**config.mk**
```make
export PLATFORM = sky130hd
export DESIGN_NAME = conv_frame_sequencer_flat
export DESIGN_NICKNAME = d
export VERILOG_FILES = /design/src/rtl/conv_seq_pkg.sv /design/src/rtl/conv_frame_sequencer_if.sv /design/src/rtl/conv_seq_pos_counter.sv /design/src/rtl/conv_frame_sequencer.sv /design/src/flat_wrapper.sv
export SDC_FILE = /design/constraint.sdc
export NUM_CORES = 1
export LEC_CHECK = 0
export BUFFER_PORTS_ARGS = -buffer_cell sky130_fd_sc_hd__buf_2
export CAP_MARGIN = 20
export CORE_ASPECT_RATIO = 0.6
export CORE_MARGIN = 8
export CORE_UTILIZATION = 56
export CTS_CLUSTER_SIZE = 12
export DETAILED_ROUTE_END_ITERATION = 7
export HOLD_SLACK_MARGIN = 0.08
export PLACE_DENSITY = 0.88
export SYNTH_ARGS = -nofsm -noshare
export SYNTH_HDL_FRONTEND = slang
export SYNTH_SLANG_ARGS = --single-unit
```
**constraint.sdc**
```tcl
create_clock -name i_clk -period 2.2 [get_ports i_clk]
set_input_delay 0.33 -clock i_clk [delete_from_list [all_inputs] [get_ports i_clk]]
set_output_delay 0.33 -clock i_clk [all_outputs]
set_load 0.005 [all_outputs]
```
**src/rtl/conv_seq_pkg.sv**
```systemverilog
// conv_seq_pkg: shared state and kernel encodings for the frame sequencer
package conv_seq_pkg;
    typedef enum logic [2:0] {IDLE, ACTIVE, FLUSH, DRAIN, DONE} conv_seq_state_t;
    typedef enum logic [1:0] {
        KERNEL_SOBEL_X = 2'd0,
        KERNEL_SOBEL_Y = 2'd1,
        KERNEL_PASS    = 2'd2,
        KERNEL_BLUR    = 2'd3
    } conv_kernel_t;
endpackage

```
**src/rtl/conv_frame_sequencer_if.sv**
```systemverilog
// conv_frame_sequencer_if: pixel source, datapath and status signals of the frame sequencer
interface conv_frame_sequencer_if #(
    parameter int IMG_WIDTH  = 640,
    parameter int IMG_HEIGHT = 480,
    parameter int DATA_W     = 12
);
    localparam int XW = $clog2(IMG_WIDTH);
    localparam int YW = $clog2(IMG_HEIGHT);
    logic              i_start;
    logic [1:0]        i_kernel_sel;
    logic              i_pix_valid;
    logic [DATA_W-1:0] i_pix;
    logic              o_pix_ready;
    logic              o_conv_valid;
    logic [DATA_W-1:0] o_conv_val;
    logic [1:0]        o_kernel_sel;
    logic              i_conv_valid;
    logic              o_busy;
    logic              o_frame_done;
    logic              o_error;
    logic [XW-1:0]     o_x;
    logic [YW-1:0]     o_y;
    modport slave (
        input  i_start, i_kernel_sel, i_pix_valid, i_pix, i_conv_valid,
        output o_pix_ready, o_conv_valid, o_conv_val, o_kernel_sel, o_busy,
               o_frame_done, o_error, o_x, o_y
    );
    modport master (
        output i_start, i_kernel_sel, i_pix_valid, i_pix, i_conv_valid,
        input  o_pix_ready, o_conv_valid, o_conv_val, o_kernel_sel, o_busy,
               o_frame_done, o_error, o_x, o_y
    );
endinterface

```
**src/rtl/conv_seq_pos_counter.sv**
```systemverilog
// conv_seq_pos_counter: raster x/y position of the next accepted pixel with last-pixel flag
module conv_seq_pos_counter #(
    parameter int IMG_WIDTH  = 640,
    parameter int IMG_HEIGHT = 480,
    parameter int XW         = $clog2(IMG_WIDTH),
    parameter int YW         = $clog2(IMG_HEIGHT)
) (
    input  logic          clk,
    input  logic          rst_n,
    input  logic          clr,
    input  logic          adv,
    output logic [XW-1:0] x,
    output logic [YW-1:0] y,
    output logic          last
);
    logic x_end;
    assign x_end = x == XW'(IMG_WIDTH - 1);
    assign last  = x_end && y == YW'(IMG_HEIGHT - 1);
    always_ff @(posedge clk or negedge rst_n) begin
        if (!rst_n) begin
            x <= '0;
            y <= '0;
        end else if (clr) begin
            x <= '0;
            y <= '0;
        end else if (adv) begin
            x <= x_end ? '0 : x + 1'b1;
            y <= x_end ? y + 1'b1 : y;
        end
    end
endmodule

```
**src/rtl/conv_frame_sequencer.sv**
```systemverilog
// conv_frame_sequencer: one frame per start, zero flush after the last pixel, output counting.
// Optional DRAIN watchdog with o_error when CONV_SEQ_WATCHDOG_EN is defined.
module conv_frame_sequencer
    import conv_seq_pkg::*;
#(
    parameter int IMG_WIDTH    = 640,
    parameter int IMG_HEIGHT   = 480,
    parameter int FLUSH_PIXELS = IMG_WIDTH + 1,
    parameter int DATA_W       = 12,
    parameter int WDOG_CYCLES  = 4096
) (
    input logic                   i_clk,
    input logic                   i_rst_n,
    conv_frame_sequencer_if.slave bus
);
    localparam int TOTAL = IMG_WIDTH * IMG_HEIGHT;
    localparam int XW    = $clog2(IMG_WIDTH);
    localparam int YW    = $clog2(IMG_HEIGHT);
    localparam int OW    = $clog2(TOTAL + 1);
    localparam int FW    = $clog2(FLUSH_PIXELS + 1);

    conv_seq_state_t   state, state_nx;
    conv_kernel_t      kernel;
    logic [FW-1:0]     flush_cnt;
    logic [OW-1:0]     out_cnt;
    logic [XW-1:0]     x;
    logic [YW-1:0]     y;
    logic              ready, accept, start_ok, last, flush_end, cnt_full, wd_exp;
    logic              conv_valid;
    logic [DATA_W-1:0] conv_val;

    assign ready     = state == ACTIVE;
    assign accept    = ready && bus.i_pix_valid;
    assign start_ok  = state == IDLE && bus.i_start;
    assign flush_end = flush_cnt == FW'(FLUSH_PIXELS - 1);
    assign cnt_full  = out_cnt == OW'(TOTAL);

    assign bus.o_pix_ready  = ready;
    assign bus.o_busy       = state != IDLE;
    assign bus.o_frame_done = state == DONE;
    assign bus.o_conv_valid = conv_valid;
    assign bus.o_conv_val   = conv_val;
    assign bus.o_kernel_sel = kernel;
    assign bus.o_x          = x;
    assign bus.o_y          = y;

    conv_seq_pos_counter #(
        .IMG_WIDTH(IMG_WIDTH), .IMG_HEIGHT(IMG_HEIGHT), .XW(XW), .YW(YW)
    ) u_pos (
        .clk(i_clk), .rst_n(i_rst_n), .clr(start_ok), .adv(accept),
        .x(x), .y(y), .last(last)
    );

    always_ff @(posedge i_clk or negedge i_rst_n) begin
        if (!i_rst_n) state <= IDLE;
        else          state <= state_nx;
    end

    always_comb begin
        state_nx = state;
        unique case (state)
            IDLE:    state_nx = bus.i_start ? ACTIVE : IDLE;
            ACTIVE:  state_nx = accept && last ? FLUSH : ACTIVE;
            FLUSH:   state_nx = flush_end ? DRAIN : FLUSH;
            DRAIN:   state_nx = cnt_full || wd_exp ? DONE : DRAIN;
            DONE:    state_nx = IDLE;
            default: state_nx = IDLE;
        endcase
    end

    // Flush beats follow the last real pixel back-to-back with zero data
    always_ff @(posedge i_clk or negedge i_rst_n) begin
        if (!i_rst_n) begin
            conv_valid <= 1'b0;
            conv_val   <= '0;
            kernel     <= KERNEL_SOBEL_X;
            flush_cnt  <= '0;
            out_cnt    <= '0;
        end else begin
            conv_valid <= accept || state == FLUSH;
            conv_val   <= accept ? bus.i_pix : '0;
            flush_cnt  <= state == FLUSH ? flush_cnt + 1'b1 : '0;
            if (start_ok)
                kernel <= conv_kernel_t'(bus.i_kernel_sel);
            if (start_ok)
                out_cnt <= '0;
            else if (state inside {ACTIVE, FLUSH, DRAIN} && bus.i_conv_valid && !cnt_full)
                out_cnt <= out_cnt + 1'b1;
        end
    end

`ifdef CONV_SEQ_WATCHDOG_EN
    localparam int WW = $clog2(WDOG_CYCLES + 1);
    logic [WW-1:0] wd_cnt;
    logic          err;
    assign wd_exp      = wd_cnt == WW'(WDOG_CYCLES - 1);
    assign bus.o_error = state == DONE && err;
    always_ff @(posedge i_clk or negedge i_rst_n) begin
        if (!i_rst_n) begin
            wd_cnt <= '0;
            err    <= 1'b0;
        end else begin
            wd_cnt <= state == DRAIN ? wd_cnt + 1'b1 : '0;
            if (start_ok)
                err <= 1'b0;
            else if (state == DRAIN && wd_exp && !cnt_full)
                err <= 1'b1;
        end
    end
`else
    assign wd_exp      = 1'b0;
    assign bus.o_error = 1'b0;
`endif
endmodule

```
**src/flat_wrapper.sv**
```systemverilog
// flat-port wrapper written by rule: the top's interface ports become plain ports
module conv_frame_sequencer_flat import conv_seq_pkg::*;
#(
    parameter int IMG_WIDTH    = 640,
    parameter int IMG_HEIGHT   = 480,
    parameter int FLUSH_PIXELS = IMG_WIDTH + 1,
    parameter int DATA_W       = 12,
    parameter int WDOG_CYCLES  = 4096
)
  (i_clk, i_rst_n, bus_i_start, bus_i_kernel_sel, bus_i_pix_valid, bus_i_pix, bus_i_conv_valid, bus_o_pix_ready, bus_o_conv_valid, bus_o_conv_val, bus_o_kernel_sel, bus_o_busy, bus_o_frame_done, bus_o_error, bus_o_x, bus_o_y);
  conv_frame_sequencer_if #(.IMG_WIDTH(IMG_WIDTH), .IMG_HEIGHT(IMG_HEIGHT), .DATA_W(DATA_W)) bus_i ();
  input logic i_clk;
  input logic i_rst_n;
  input wire logic [$bits(bus_i.i_start)-1:0] bus_i_start;
  input wire logic [$bits(bus_i.i_kernel_sel)-1:0] bus_i_kernel_sel;
  input wire logic [$bits(bus_i.i_pix_valid)-1:0] bus_i_pix_valid;
  input wire logic [$bits(bus_i.i_pix)-1:0] bus_i_pix;
  input wire logic [$bits(bus_i.i_conv_valid)-1:0] bus_i_conv_valid;
  output wire logic [$bits(bus_i.o_pix_ready)-1:0] bus_o_pix_ready;
  output wire logic [$bits(bus_i.o_conv_valid)-1:0] bus_o_conv_valid;
  output wire logic [$bits(bus_i.o_conv_val)-1:0] bus_o_conv_val;
  output wire logic [$bits(bus_i.o_kernel_sel)-1:0] bus_o_kernel_sel;
  output wire logic [$bits(bus_i.o_busy)-1:0] bus_o_busy;
  output wire logic [$bits(bus_i.o_frame_done)-1:0] bus_o_frame_done;
  output wire logic [$bits(bus_i.o_error)-1:0] bus_o_error;
  output wire logic [$bits(bus_i.o_x)-1:0] bus_o_x;
  output wire logic [$bits(bus_i.o_y)-1:0] bus_o_y;
  assign bus_i.i_start = bus_i_start;
  assign bus_i.i_kernel_sel = bus_i_kernel_sel;
  assign bus_i.i_pix_valid = bus_i_pix_valid;
  assign bus_i.i_pix = bus_i_pix;
  assign bus_i.i_conv_valid = bus_i_conv_valid;
  assign bus_o_pix_ready = bus_i.o_pix_ready;
  assign bus_o_conv_valid = bus_i.o_conv_valid;
  assign bus_o_conv_val = bus_i.o_conv_val;
  assign bus_o_kernel_sel = bus_i.o_kernel_sel;
  assign bus_o_busy = bus_i.o_busy;
  assign bus_o_frame_done = bus_i.o_frame_done;
  assign bus_o_error = bus_i.o_error;
  assign bus_o_x = bus_i.o_x;
  assign bus_o_y = bus_i.o_y;
  conv_frame_sequencer #(.IMG_WIDTH(IMG_WIDTH), .IMG_HEIGHT(IMG_HEIGHT), .FLUSH_PIXELS(FLUSH_PIXELS), .DATA_W(DATA_W), .WDOG_CYCLES(WDOG_CYCLES)) u_core (.i_clk(i_clk), .i_rst_n(i_rst_n), .bus(bus_i));
endmodule
```
# Word-level counts from Yosys, hierarchy flattened
# Index checks and enable logic that the tools add are counted.
[totals]
ff_bits = 66
input_bits = 19
output_inout_bits = 38
word_cells = 50
[classes]
addsub = 4
eq_ne = 8
muxes = 15
n_reduce_logical = 15
[ops]
columns = ["cell", "count"]
rows = [
  ["$mux W10", 4],
  ["$mux W19", 2],
  ["$mux W9", 3],
  ["$add A10 B1 Y10 const B", 2],
  ["$eq A10 B10 Y1 const B", 2],
  ["$add A19 B1 Y19 const B", 1],
  ["$eq A19 B19 Y1 const B", 1],
  ["$mux W12", 1],
  ["$pmux W3 S4", 1],
  ["$add A9 B1 Y9 const B", 1],
  ["$eq A9 B9 Y1 const B", 1],
  ["$eq A3 B2 Y1 const B", 2],
  ["$logic_and A1 B1 Y1", 6],
  ["$reduce_bool A2 Y1", 3],
  ["$reduce_bool A3 Y1", 2],
  ["$eq A3 B1 Y1 const B", 1],
  ["$eq A3 B3 Y1 const B", 1],
  ["$logic_not A3 Y1", 1],
  ["$mux W3", 1],
  ["$mux W1", 2],
  ["$mux W2", 1],
  ["$reduce_and A2 Y1", 1],
  ["$logic_not A1 Y1", 1],
  ["$logic_or A1 B1 Y1", 1],
]

# Depth between registers and ports, before layout
[depth]
depth_word = 6
mapped_depth = 6
ltp_nobuf = 6

# Cells and area by module
# From an unflattened synthesis, not the netlist that was laid out.
[unflattened]
cells_unflattened = 318
area_unflattened_um2 = 3253.1
[by_module_without_submodules]
columns = ["mod", "instances", "cells_per_inst", "area_each_um2"]
rows = [
  ["conv_frame_sequencer", 1, 211, 2217.1],
  ["conv_seq_pos_counter", 1, 107, 1036.0],
]

# Least setup slack after synthesis
# No wires, ideal clock.
[synth_path]
kind = "register to register"
from = "register u_core.out_cnt[0]"
to = "register u_core.out_cnt[16]"
setup_time_ns = 0.073
arrival_time_ns = 1.929
setup_slack_ns = 0.198
stages_incl_launch_ff = 7
n_path_buf = 1
period_less_slack_ns = 2.002
path_cell_list = "dfrtp_1 -> ha_1 -> nand4_1 -> or4_1 -> buf_2 -> or4_4 -> a21oi_2"
[synth_between]
elab_chain_len = 4
[synth_lines]
columns = ["element", "line", "source"]
rows = [
  ["from (decl)", "conv_frame_sequencer.sv:25", "logic [OW-1:0] out_cnt;"],
  ["from (signal assigned)", "conv_frame_sequencer.sv:88", "out_cnt <= out_cnt + 1'b1;"],
  ["branches (longest 4 deep; another with $add A19 B1 Y19)", "n/a", ""],
]
# Parallel ways; which one is timed is not known. The select of a mux whose other input is x is not followed.
# A chain may end at the register's enable or synchronous reset.

# Final worst setup path
# Same ends and word-level chain as after synthesis.

==> out/qor.csv <==
stage;metric;value;unit
global_routing;antenna_found_initial;0;
die;die_h;75.4;um
clock_tree;cts_buffers;9;
die;die_x;115;um
sta;hold_viol_final;0;
detailed_routing;drt_iter0_markers;278;
clock_tree;post_cts_buffers;0;
critical_path;crit_required;2470;ps
power_and_ir_drop;p_per_area;776;nW/um^2
detailed_routing;via_per_inst;5.93;
yosys;syn_nets;356;
power_and_ir_drop;leakage;1.84;nW
place;dp_hpwl;5840;um
yosys;avgSynthCellArea;9.96;sq um
critical_path;startpoint_type;flop;
clock_tree;cts_buffer_depth;2;
critical_path;r2r_setup_slack;90;ps
finish;antennaDiodeCount;0;
global_routing;grt_max_degree;67;
detailed_routing;dr.pass1.iters;5;
critical_path;cpPeakStageDelay;560;ps
place;gp_congestion;0.962;
critical_path;worst-path-buf-inv;0;
critical_path;path_max_fanout;6;
yosys;yosysSeqAreaShare;0.501;
flow_run;maxCapViolations;0;
place;io_buffers;55;
finish;layout.nets;420;
sta;tightest_slew;516;ps
critical_path;path_cells;ha_1 > nand4_1 > or4_4 > or4_4 > a21oi_2;
global_routing;grt_util_all_layers;0.196;
sta;slew_violations;0;
critical_path;cp-end-kind;flop;
sta;fmax;473;MHz
clock_tree;htree_levels;3;
yosys;ys_ff_latch;66;
finish;layout-drive-gt1-share;0.243;
die;coreArea;5620;sq um
critical_path;crit_family;simple AND/OR/NAND/NOR gates;
clock_tree;clock_latency;340;ps
yosys;synth.cell_area;3300;sq um
finish;n_fill_cell;428;
yosys;async_flop_share;1.00;
yosys;synth_cell_types;47;
critical_path;cp.arrival;2380;ps
sta;fin_crit_sh;0.961;
die;pin_count;57;
yosys;yosys_most_used_dff;dfrtp_1;
sta;finalSetupViolations;0;
run_status;status;finished, final reports clean;
global_routing;grt_pass1_vias;2762;
critical_path;crit_top_cell;or4_4;
hold_path;hold_class;in -> reg;
clock_tree;cts_sinks;66;
critical_path;r2r_cells;5;
critical_path;cpMaxStageDelayCell;or4_4;
place;post_dp_cell_area;3710;sq um
critical_path;worstSetupStartpoint;u_core.out_cnt[0];
finish;final-seq-area;1650;sq um
detailed_routing;wl;8160;um
critical_path;rr_startpoint;u_core.out_cnt[0];
sta;hold_ws;183;ps
global_routing;grt-ovfl-total;0;
hold_path;worst_hold_startpoint;bus_i_kernel_sel[0];
critical_path;worstSetupPathType;reg -> reg;
yosys;synthCells;331;
power_and_ir_drop;vdd_drop_max;429;uV
finish;areaGrowthSynthToFinish;19.3;%
sta;rsz0062_at_grt;false;
die;core.rowCount;21;
critical_path;worstReg2RegEnd;u_core.out_cnt[16];
die;fp.dieArea;8680;sq um
yosys;synth_warnings;0;
sta;finClkSkew;3.05;ps
finish;multi_input_area;1540;sq um
sta;final.setup.tns;0;ps
detailed_routing;wl_per_cell;17.0;um
global_routing;grt_pass1_wl;13400;um
detailed_routing;ant_nets;0;
clock_tree;cts_tree;yes;
sta;fin_crit;2110;ps
die;initial_core_util;0.586;
clock_tree;clk_pin_slew;60;ps
detailed_routing;drcViolationCount;0;
critical_path;crit_cells;5;
detailed_routing;num_vias;2844;
clock_tree;clock_tree.root_cell;clkbuf_8;
yosys;synth_edf_count;0;
finish;postLayoutCellArea;3930;sq um
sta;maxSlewHeadroom;0.651;
critical_path;cp-endpoint;u_core.out_cnt[16];
==> layer usage <==
layer  GRT usage  share of wire  routed length [um]
met1       0.255           0.43                3530
met2       0.301           0.46                3780
met3      0.0633          0.093                 763
met5           0              0                   0
met4      0.0708          0.012                  95
==> final cells by class <==
class / count / share of cell area
Timing Repair Buffer: 67 / 0.0967
Multi-Input combinational cell: 238 / 0.391
Clock buffer: 14 / 0.0388
Inverter: 13 / 0.0124
Tap cell: 80 / 0.0255
Sequential cell: 66 / 0.420
Clock inverter: 2 / 0.0153
==> through the flow <==
stage / worst slack, ps / std cells / utilization / power [W]
after global routing: 10.4 / 480 / 0.699 / 0.00320
after floorplan: 198 / 331 / - / 0.00175
after global placement: 158 / 463 / 0.659 / 0.00192
after CTS: 50.6 / 480 / 0.699 / 0.00306
final: 85.3 / 480 / 0.699 / 0.00305
after detailed placement: 92.2 / 463 / 0.659 / 0.00196
==> tightest hold or removal path, stage by stage <==
cell and delay, ps:
buf_2 70, nand2_1 40, nand2_1 50
==> worst min path at each step <==
stage | endpoint | depth (start not counted)
2_1_floorplan | u_core.bus.o_conv_val[0] | 0
3_3_place_gp | u_core.out_cnt[13] | 2
3_5_place_dp | u_core.out_cnt[15] | 2
4_1_cts | u_core.bus.o_kernel_sel[0] | 3
5_1_grt | u_core.bus.o_kernel_sel[0] | 3
6_report | u_core.bus.o_kernel_sel[0] | 3
==> report_power, final <==
| part | switching (W) | total, W | internal [W] | leakage [nW] |
|---|---|---|---|---|
| combinational | 0.000225 | 0.000440 | 0.000215 | 0.878 |
| sequential | 0.000171 | 0.00152 | 0.00135 | 0.859 |
| clock | 0.000423 | 0.00109 | 0.000672 | 0.105 |
| total | 0.000819 | 0.00305 | 0.00223 | 1.84 |
==> cells in the mapped netlist, drive strengths merged, types with 2 or more instances <==
cell type / n / area share
o21ai: 7 / 0.011
or2: 6 / 0.011
buf: 6 / 0.011
nor4b: 7 / 0.019
nand4: 11 / 0.021
a31o: 2 / 0.0053
nand2: 37 / 0.042
or3b: 2 / 0.0053
or4: 10 / 0.024
mux2: 3 / 0.010
xor2: 10 / 0.027
a21oi: 9 / 0.015
o31ai: 7 / 0.016
and2: 14 / 0.027
o311a: 2 / 0.0061
nand2b: 2 / 0.0061
or3: 4 / 0.0076
a31oi: 2 / 0.0038
clkbuf: 8 / 0.0091
dfrtp: 66 / 0.50
inv: 13 / 0.015
mux2i: 8 / 0.024
and3: 6 / 0.011
nor2: 25 / 0.029
and4: 5 / 0.013
ha: 6 / 0.023
nand3: 20 / 0.030
nor3: 2 / 0.0030
o311ai: 2 / 0.0053
nor4: 7 / 0.013
xnor2: 3 / 0.0080
o211ai: 9 / 0.020
==> sequential cells by signal, summed over array words and instances, names as in the netlist <==
register and cells:
u_core.out_cnt 19, u_core.bus.o_conv_val 12, u_core.flush_cnt 10, u_core.u_pos.x 10, u_core.u_pos.y 9, u_core.state 3, u_core.bus.o_kernel_sel 2, u_core.bus.o_conv_valid 1
==> layout by cell type, fill, tap and decap left out, drive strengths merged, types with 4 or more instances in the layout <==
cell    count
dfrtp      66
buf        66
nand2      37
nor2       25
nand3      20
and2       14
clkbuf     14
inv        13
nand4      11
xor2       10
or4        10
o211ai      9
a21oi       9
mux2i       8
nor4        7
o21ai       7
o31ai       7
nor4b       7
and3        6
or2         6
ha          6
and4        5
or3         4
==> kinds of logic after synthesis <==
logic type | share of synthesized area
AND/OR/NAND/NOR | 0.275
XOR/XNOR | 0.0345
AO/OA/AOI/OAI | 0.0956
buffers and inverters | 0.0353
multiplexers | 0.0345
other | 0.00114
flip-flops | 0.501
adder cells (fa/ha/maj) | 0.0228
==> timing repair <==
item	CTS	global route
setup endpoints to repair	0	4
gates resized for setup	0	2
hold buffers	1	0
hold endpoints to repair	66	0
Note: power is estimated with default switching activity, not from simulation.
